--- config.mk ---
export PLATFORM = sky130hd
export DESIGN_NAME = spi_mode0_slave
export DESIGN_NICKNAME = d
export VERILOG_FILES = /design/src/rtl/spi_mode0_slave.sv
export SDC_FILE = /design/constraint.sdc
export NUM_CORES = 1
export LEC_CHECK = 0
export BUFFER_PORTS_ARGS = -buffer_cell sky130_fd_sc_hd__buf_2
export CORE_ASPECT_RATIO = 1.4
export CORE_MARGIN = 2
export CORE_UTILIZATION = 59
export CTS_CLUSTER_DIAMETER = 80
export DETAILED_ROUTE_END_ITERATION = 12
export PLACE_DENSITY_LB_ADDON = 0.05
export RECOVER_POWER = 100
export REMOVE_ABC_BUFFERS = 1
export SLEW_MARGIN = 20
export SYNTH_ARGS = -nofsm -noshare
export SYNTH_HDL_FRONTEND = slang
export SYNTH_SLANG_ARGS = --single-unit
--- constraint.sdc ---
create_clock -name CLK -period 3.02 [get_ports CLK]
set_clock_uncertainty 0.05 [all_clocks]
set_input_delay 0.302 -clock CLK [delete_from_list [all_inputs] [get_ports CLK]]
set_output_delay 0.302 -clock CLK [all_outputs]
set_load 0.03 [all_outputs]
--- src/rtl/spi_mode0_slave.sv ---
// SPI mode 0 (CPOL=0, CPHA=0) slave with oversampled SCLK/SS/MOSI and a byte-wide parallel interface.
// Optional MISO tristate with an output-enable port: define SPI_SLAVE_MISO_TRISTATE_EN.
module spi_mode0_slave #(
    parameter int DATA_WIDTH  = 8,
    parameter int SYNC_STAGES = 2
) (
    input  logic                  CLK,
    input  logic                  RST,
    input  logic                  SCLK,
    input  logic                  SS,
    input  logic                  MOSI,
    output logic                  MISO,
    input  logic [DATA_WIDTH-1:0] DIN,
    output logic                  TX_REQ,
    output logic [DATA_WIDTH-1:0] DOUT,
    output logic                  DOUT_VALID,
`ifdef SPI_SLAVE_MISO_TRISTATE_EN
    output logic                  MISO_OE,
`endif
    output logic                  BUSY
);
    localparam int CNT_W = $clog2(DATA_WIDTH) + 1;

    typedef enum logic [1:0] {IDLE, LOAD, SHIFT} state_t;

    state_t                  state, state_nxt;
    logic [SYNC_STAGES-1:0]  sclk_sync, ss_sync, mosi_sync;
    logic                    sclk_s, ss_s, mosi_s, sclk_d, ss_d;
    logic                    sclk_rise, sclk_fall, ss_fall;
    logic [CNT_W-1:0]        bit_cnt;
    logic [DATA_WIDTH-1:0]   r_sr, w_sr, dout_r;
    logic                    miso_r, dout_valid_r, tx_req, busy, miso_oe;

    // MOSI goes through the same depth as SCLK so the sampled bit lines up with the detected rise.
    always_ff @(posedge CLK) begin
        if (!RST) begin
            sclk_sync <= '0;
            ss_sync   <= '1;
            mosi_sync <= '0;
            sclk_d    <= 1'b0;
            ss_d      <= 1'b1;
        end else begin
            sclk_sync <= {sclk_sync[SYNC_STAGES-2:0], SCLK};
            ss_sync   <= {ss_sync[SYNC_STAGES-2:0], SS};
            mosi_sync <= {mosi_sync[SYNC_STAGES-2:0], MOSI};
            sclk_d    <= sclk_s;
            ss_d      <= ss_s;
        end
    end

    assign sclk_s    = sclk_sync[SYNC_STAGES-1];
    assign ss_s      = ss_sync[SYNC_STAGES-1];
    assign mosi_s    = mosi_sync[SYNC_STAGES-1];
    assign sclk_rise = ~sclk_d & sclk_s;
    assign sclk_fall = sclk_d & ~sclk_s;
    assign ss_fall   = ss_d & ~ss_s;

    always_ff @(posedge CLK) begin
        if (!RST) state <= IDLE;
        else      state <= state_nxt;
    end

    always_comb begin
        state_nxt = state;
        case (state)
            IDLE:    if (ss_fall) state_nxt = LOAD;
            LOAD:    state_nxt = SHIFT;
            SHIFT:   if (ss_s) state_nxt = IDLE;
            default: state_nxt = IDLE;
        endcase
    end

    // A fall that coincides with deselect closes the transfer, so no further byte is requested.
    always_comb begin
        tx_req  = 1'b0;
        busy    = 1'b0;
        miso_oe = 1'b0;
        case (state)
            LOAD: begin
                tx_req  = 1'b1;
                busy    = 1'b1;
                miso_oe = 1'b1;
            end
            SHIFT: begin
                tx_req  = sclk_fall && (bit_cnt == '0) && !ss_s;
                busy    = 1'b1;
                miso_oe = 1'b1;
            end
            default: ;
        endcase
    end

    always_ff @(posedge CLK) begin
        if (!RST) begin
            bit_cnt      <= '0;
            r_sr         <= '0;
            w_sr         <= '0;
            dout_r       <= '0;
            dout_valid_r <= 1'b0;
            miso_r       <= 1'b0;
        end else begin
            dout_valid_r <= 1'b0;
            case (state)
                LOAD: begin
                    w_sr    <= DIN;
                    miso_r  <= DIN[DATA_WIDTH-1];
                    bit_cnt <= '0;
                end
                SHIFT: begin
                    if (sclk_rise) begin
                        r_sr <= {r_sr[DATA_WIDTH-2:0], mosi_s};
                        if (bit_cnt == CNT_W'(DATA_WIDTH - 1)) begin
                            dout_r       <= {r_sr[DATA_WIDTH-2:0], mosi_s};
                            dout_valid_r <= 1'b1;
                            bit_cnt      <= '0;
                        end else begin
                            bit_cnt <= bit_cnt + CNT_W'(1);
                        end
                    end else if (sclk_fall) begin
                        if (bit_cnt != '0) begin
                            w_sr   <= w_sr << 1;
                            miso_r <= w_sr[DATA_WIDTH-2];
                        end else if (!ss_s) begin
                            w_sr   <= DIN;
                            miso_r <= DIN[DATA_WIDTH-1];
                        end
                    end
                    // Deselect drops any partial byte and parks MISO low on the way to IDLE.
                    if (ss_s) begin
                        bit_cnt <= '0;
                        miso_r  <= 1'b0;
                    end
                end
                default: begin
                    bit_cnt <= '0;
                    miso_r  <= 1'b0;
                end
            endcase
        end
    end

    assign TX_REQ     = tx_req;
    assign DOUT       = dout_r;
    assign DOUT_VALID = dout_valid_r;
    assign BUSY       = busy;
`ifdef SPI_SLAVE_MISO_TRISTATE_EN
    assign MISO_OE    = miso_oe;
    assign MISO       = miso_oe ? miso_r : 1'bz;
`else
    assign MISO       = miso_r;
`endif
endmodule

==> results by group <==
Route
  • DR DRC count: 0
  • Total routed wirelength: 2798 um
  • Antenna-violating nets left: 0
  • Via-per-instance ratio: 5.314
  • Post-DR wirelength/cell: 12.38 um
  • Vias: 1201
  • 1st-iter DRT viols: 26
  • DR pass1 iterations: 4

Floorplan
  • Row Count: 22
  • Core ar.: 2643 um2
  • Starting Density: 62.93%
  • Total die area: 3265 um2
  • Top-level I/O count: 25
  • Die height: 66.82 um
  • Chip width: 48.87 um

Worst setup path
  • Worst-path fanout max: 13
  • Data required, critical path: 3.21 ns
  • Data arrival time of the worst path: 2.69 ns
  • Worst setup SP type: flop
  • Critical path class: flop to flop
  • Kind of end point of the critical path: flop

Yosys
  • Post-synth top area cell: dfxtp_1
  • Post-synth EDFFs: 0
  • Most common cell in the netlist: dfxtp_1
  • Cell variety after synth: 38
  • Seq/Total Area, Yosys: 45.75%
  • Top cells by count, synth: dfxtp_1 (38), mux2i_1 (16), nand2_1 (15)
  • Yosys warning count: 0
  • Top_reg_cell synth: dfxtp_1
  • Mapped Cells: 165
  • Synthesized area: 1663 um2
  • Share of the synthesized area in the top cell type: 45.75%
  • Synth async-reset ratio: 0%
  • Synthesized flop and latch total: 38
  • Avg Inst Size Synth: 10.08 um2
  • Top cells by area, synth: dfxtp_1 (46%), mux2i_1 (9.6%), ha_1 (4.5%)

STA
  • Final setup margin: 0.5141 ns
  • Max Fclk: 399.1 MHz
  • Slew headroom: 19.65%
  • Fin crit share: 82.98%
  • Final-report hold violation count: 0
  • Final Setup Violations: 0
  • Final hold slack: 0.09559 ns
  • Post-layout minimum cycle time: 2.506 ns
  • Slew @ Worst Pin: 1.205 ns
  • Fin. max-slew vios: 0
  • Fin Setup TNS: 0 ns
  • Unrepaired setup endpoints after global routing: false

Placed design
  • HPWL reported at the end of detailed placement: 2043 um
  • Gp weighted congestion: 0.7498
  • IO Port Bufs: 24
  • Cells after DPL: 218
  • Setup slack after placement: 0.6598 ns

Pwr
  • Pwr dens: 645.9 nW/um2
  • Tot Pwr: 1170 uW
  • Leakage power: 0.0006882 uW
  • Max IR drop VDD: 0.0006439 V

GRT
  • Initial antenna violation count: 0
  • Total grt overflow: 0
  • First-pass GRT wire length: 4954 um
  • Met3 usage: 6.502%
  • Gr usage total: 20.20%
  • Vias in the first global route: 1215
  • GR peak layer: met2
  • M2 GR Usage: 37.16%
  • Largest net degree at the start of global routing: 37
  • Met1 global-route usage: 20.00%

Clock network
  • PostCTS Resize Cnt: 0
  • Reg clk slew, reported paths: 0.10 ns
  • CTS buffer count: 5
  • Max Root-Sink Buffers: 2
  • Clock tree from TritonCTS: done
  • # hold bufs at CTS: 0
  • Clock latency on the worst-skew pair: 0.34 ns
  • Clock sink count: 38
  • Root buffer cell: clkbuf_4
  • Postcts setup bufs: 0
  • H-tree Lvls: 2

Finish
  • Layout cells sized above 1: 13.16%
  • Antenna cells: 0
  • Nets: 208
  • Syn-to-layout area delta: 8.954%
  • Final std cells w/o fill: 226

Min path
  • Hold Crit Class: input port to flop

Flow run
  • Max-Cap Viols: 0

Run status
  • Status: finished clean
cell usage in the layout (no fill, tap or decap), types with 2 or more instances in the layout:
cell type / n
and2_0: 5
nand3_1: 8
a21oi_1: 8
o21ai_0: 6
mux2i_1: 16
clkbuf_4: 5
clkbuf_1: 15
inv_1: 4
nand2b_1: 7
dfxtp_1: 38
nand2_1: 15
a21oi_2: 2
ha_1: 6
a21boi_0: 7
buf_2: 11
nor2_1: 3
o21ai_2: 2
nor2b_1: 11
o211ai_1: 2
state kept, by name, summed over array words and instances, names as in the netlist:
signal,cells
w_sr,7
ss_sync,2
bit_cnt,4
DOUT_VALID,1
r_sr,7
ss_d,1
MISO,1
sclk_d,1
state,2
sclk_sync,2
mosi_sync,2
DOUT,8
critical path, stage by stage, from the launching register on:
cell	delay (ns)
dfxtp_1	0.34
inv_1	0.10
ha_1	0.48
nand3b_1	0.34
nor3_2	0.76
mux2i_1	0.28
nor2b_1	0.06
path summary, 6_finish.rpt:
kind,startpoint,to,slack [ns],depth (start not counted)
hold reg to reg,ss_sync[0]$_SDFF_PN1_,ss_sync[1]$_SDFF_PN1_,0.37,1
setup reg to reg,state[0]$_SDFFE_PN0P_,DOUT[4]$_SDFFE_PN0P_,0.51,6
setup / recovery,state[0]$_SDFFE_PN0P_,DOUT[4]$_SDFFE_PN0P_,0.51,6
hold / removal,SS,ss_sync[0]$_SDFF_PN1_,0.1,2
power by group:
group / switching [uW] / leakage (uW) / internal [uW]
sequential: 31.0 / 0.000309 / 554
combinational: 155 / 0.000340 / 97.1
clock: 157 / 0.0000395 / 176
total: 343 / 0.000688 / 827
kinds of logic after synthesis:
group / count (synthesis) / synth area share, %
buf+inv: 11 / 3.686
compound gates: 31 / 13.09
simple gates: 61 / 22.12
mux: 17 / 10.31
xor+xnor: 1 / 0.5268
fa+ha+maj: 6 / 4.515
flops: 38 / 45.75
layer usage:
| metal | wire [um] | vias up |
|---|---|---|
| li1 | - | 612 |
| met1 | 1144 | 558 |
| met2 | 1484 | 25 |
| met3 | 114 | 6 |
| met4 | 55 | 0 |
| met5 | 0 | - |
through the flow:
stage,area (um2),utilization (%)
6_report,1812,68.56
5_1_grt,1812,68.56
4_1_cts,1857,70.27
3_5_place_dp,1782,67.42
3_3_place_gp,1782,67.42
2_1_floorplan,1617,-
cell type report:
class | instances | area [um2]
inverter | 4 | 15.01
timing repair buffer | 24 | 103.9
clock inverter | 1 | 30.03
multi-input combinational | 116 | 812.0
tap | 36 | 45.04
clock buffer | 7 | 45.04
sequential | 38 | 760.7
fill | 239 | 830.8
(Power assumes the default switching activity.)
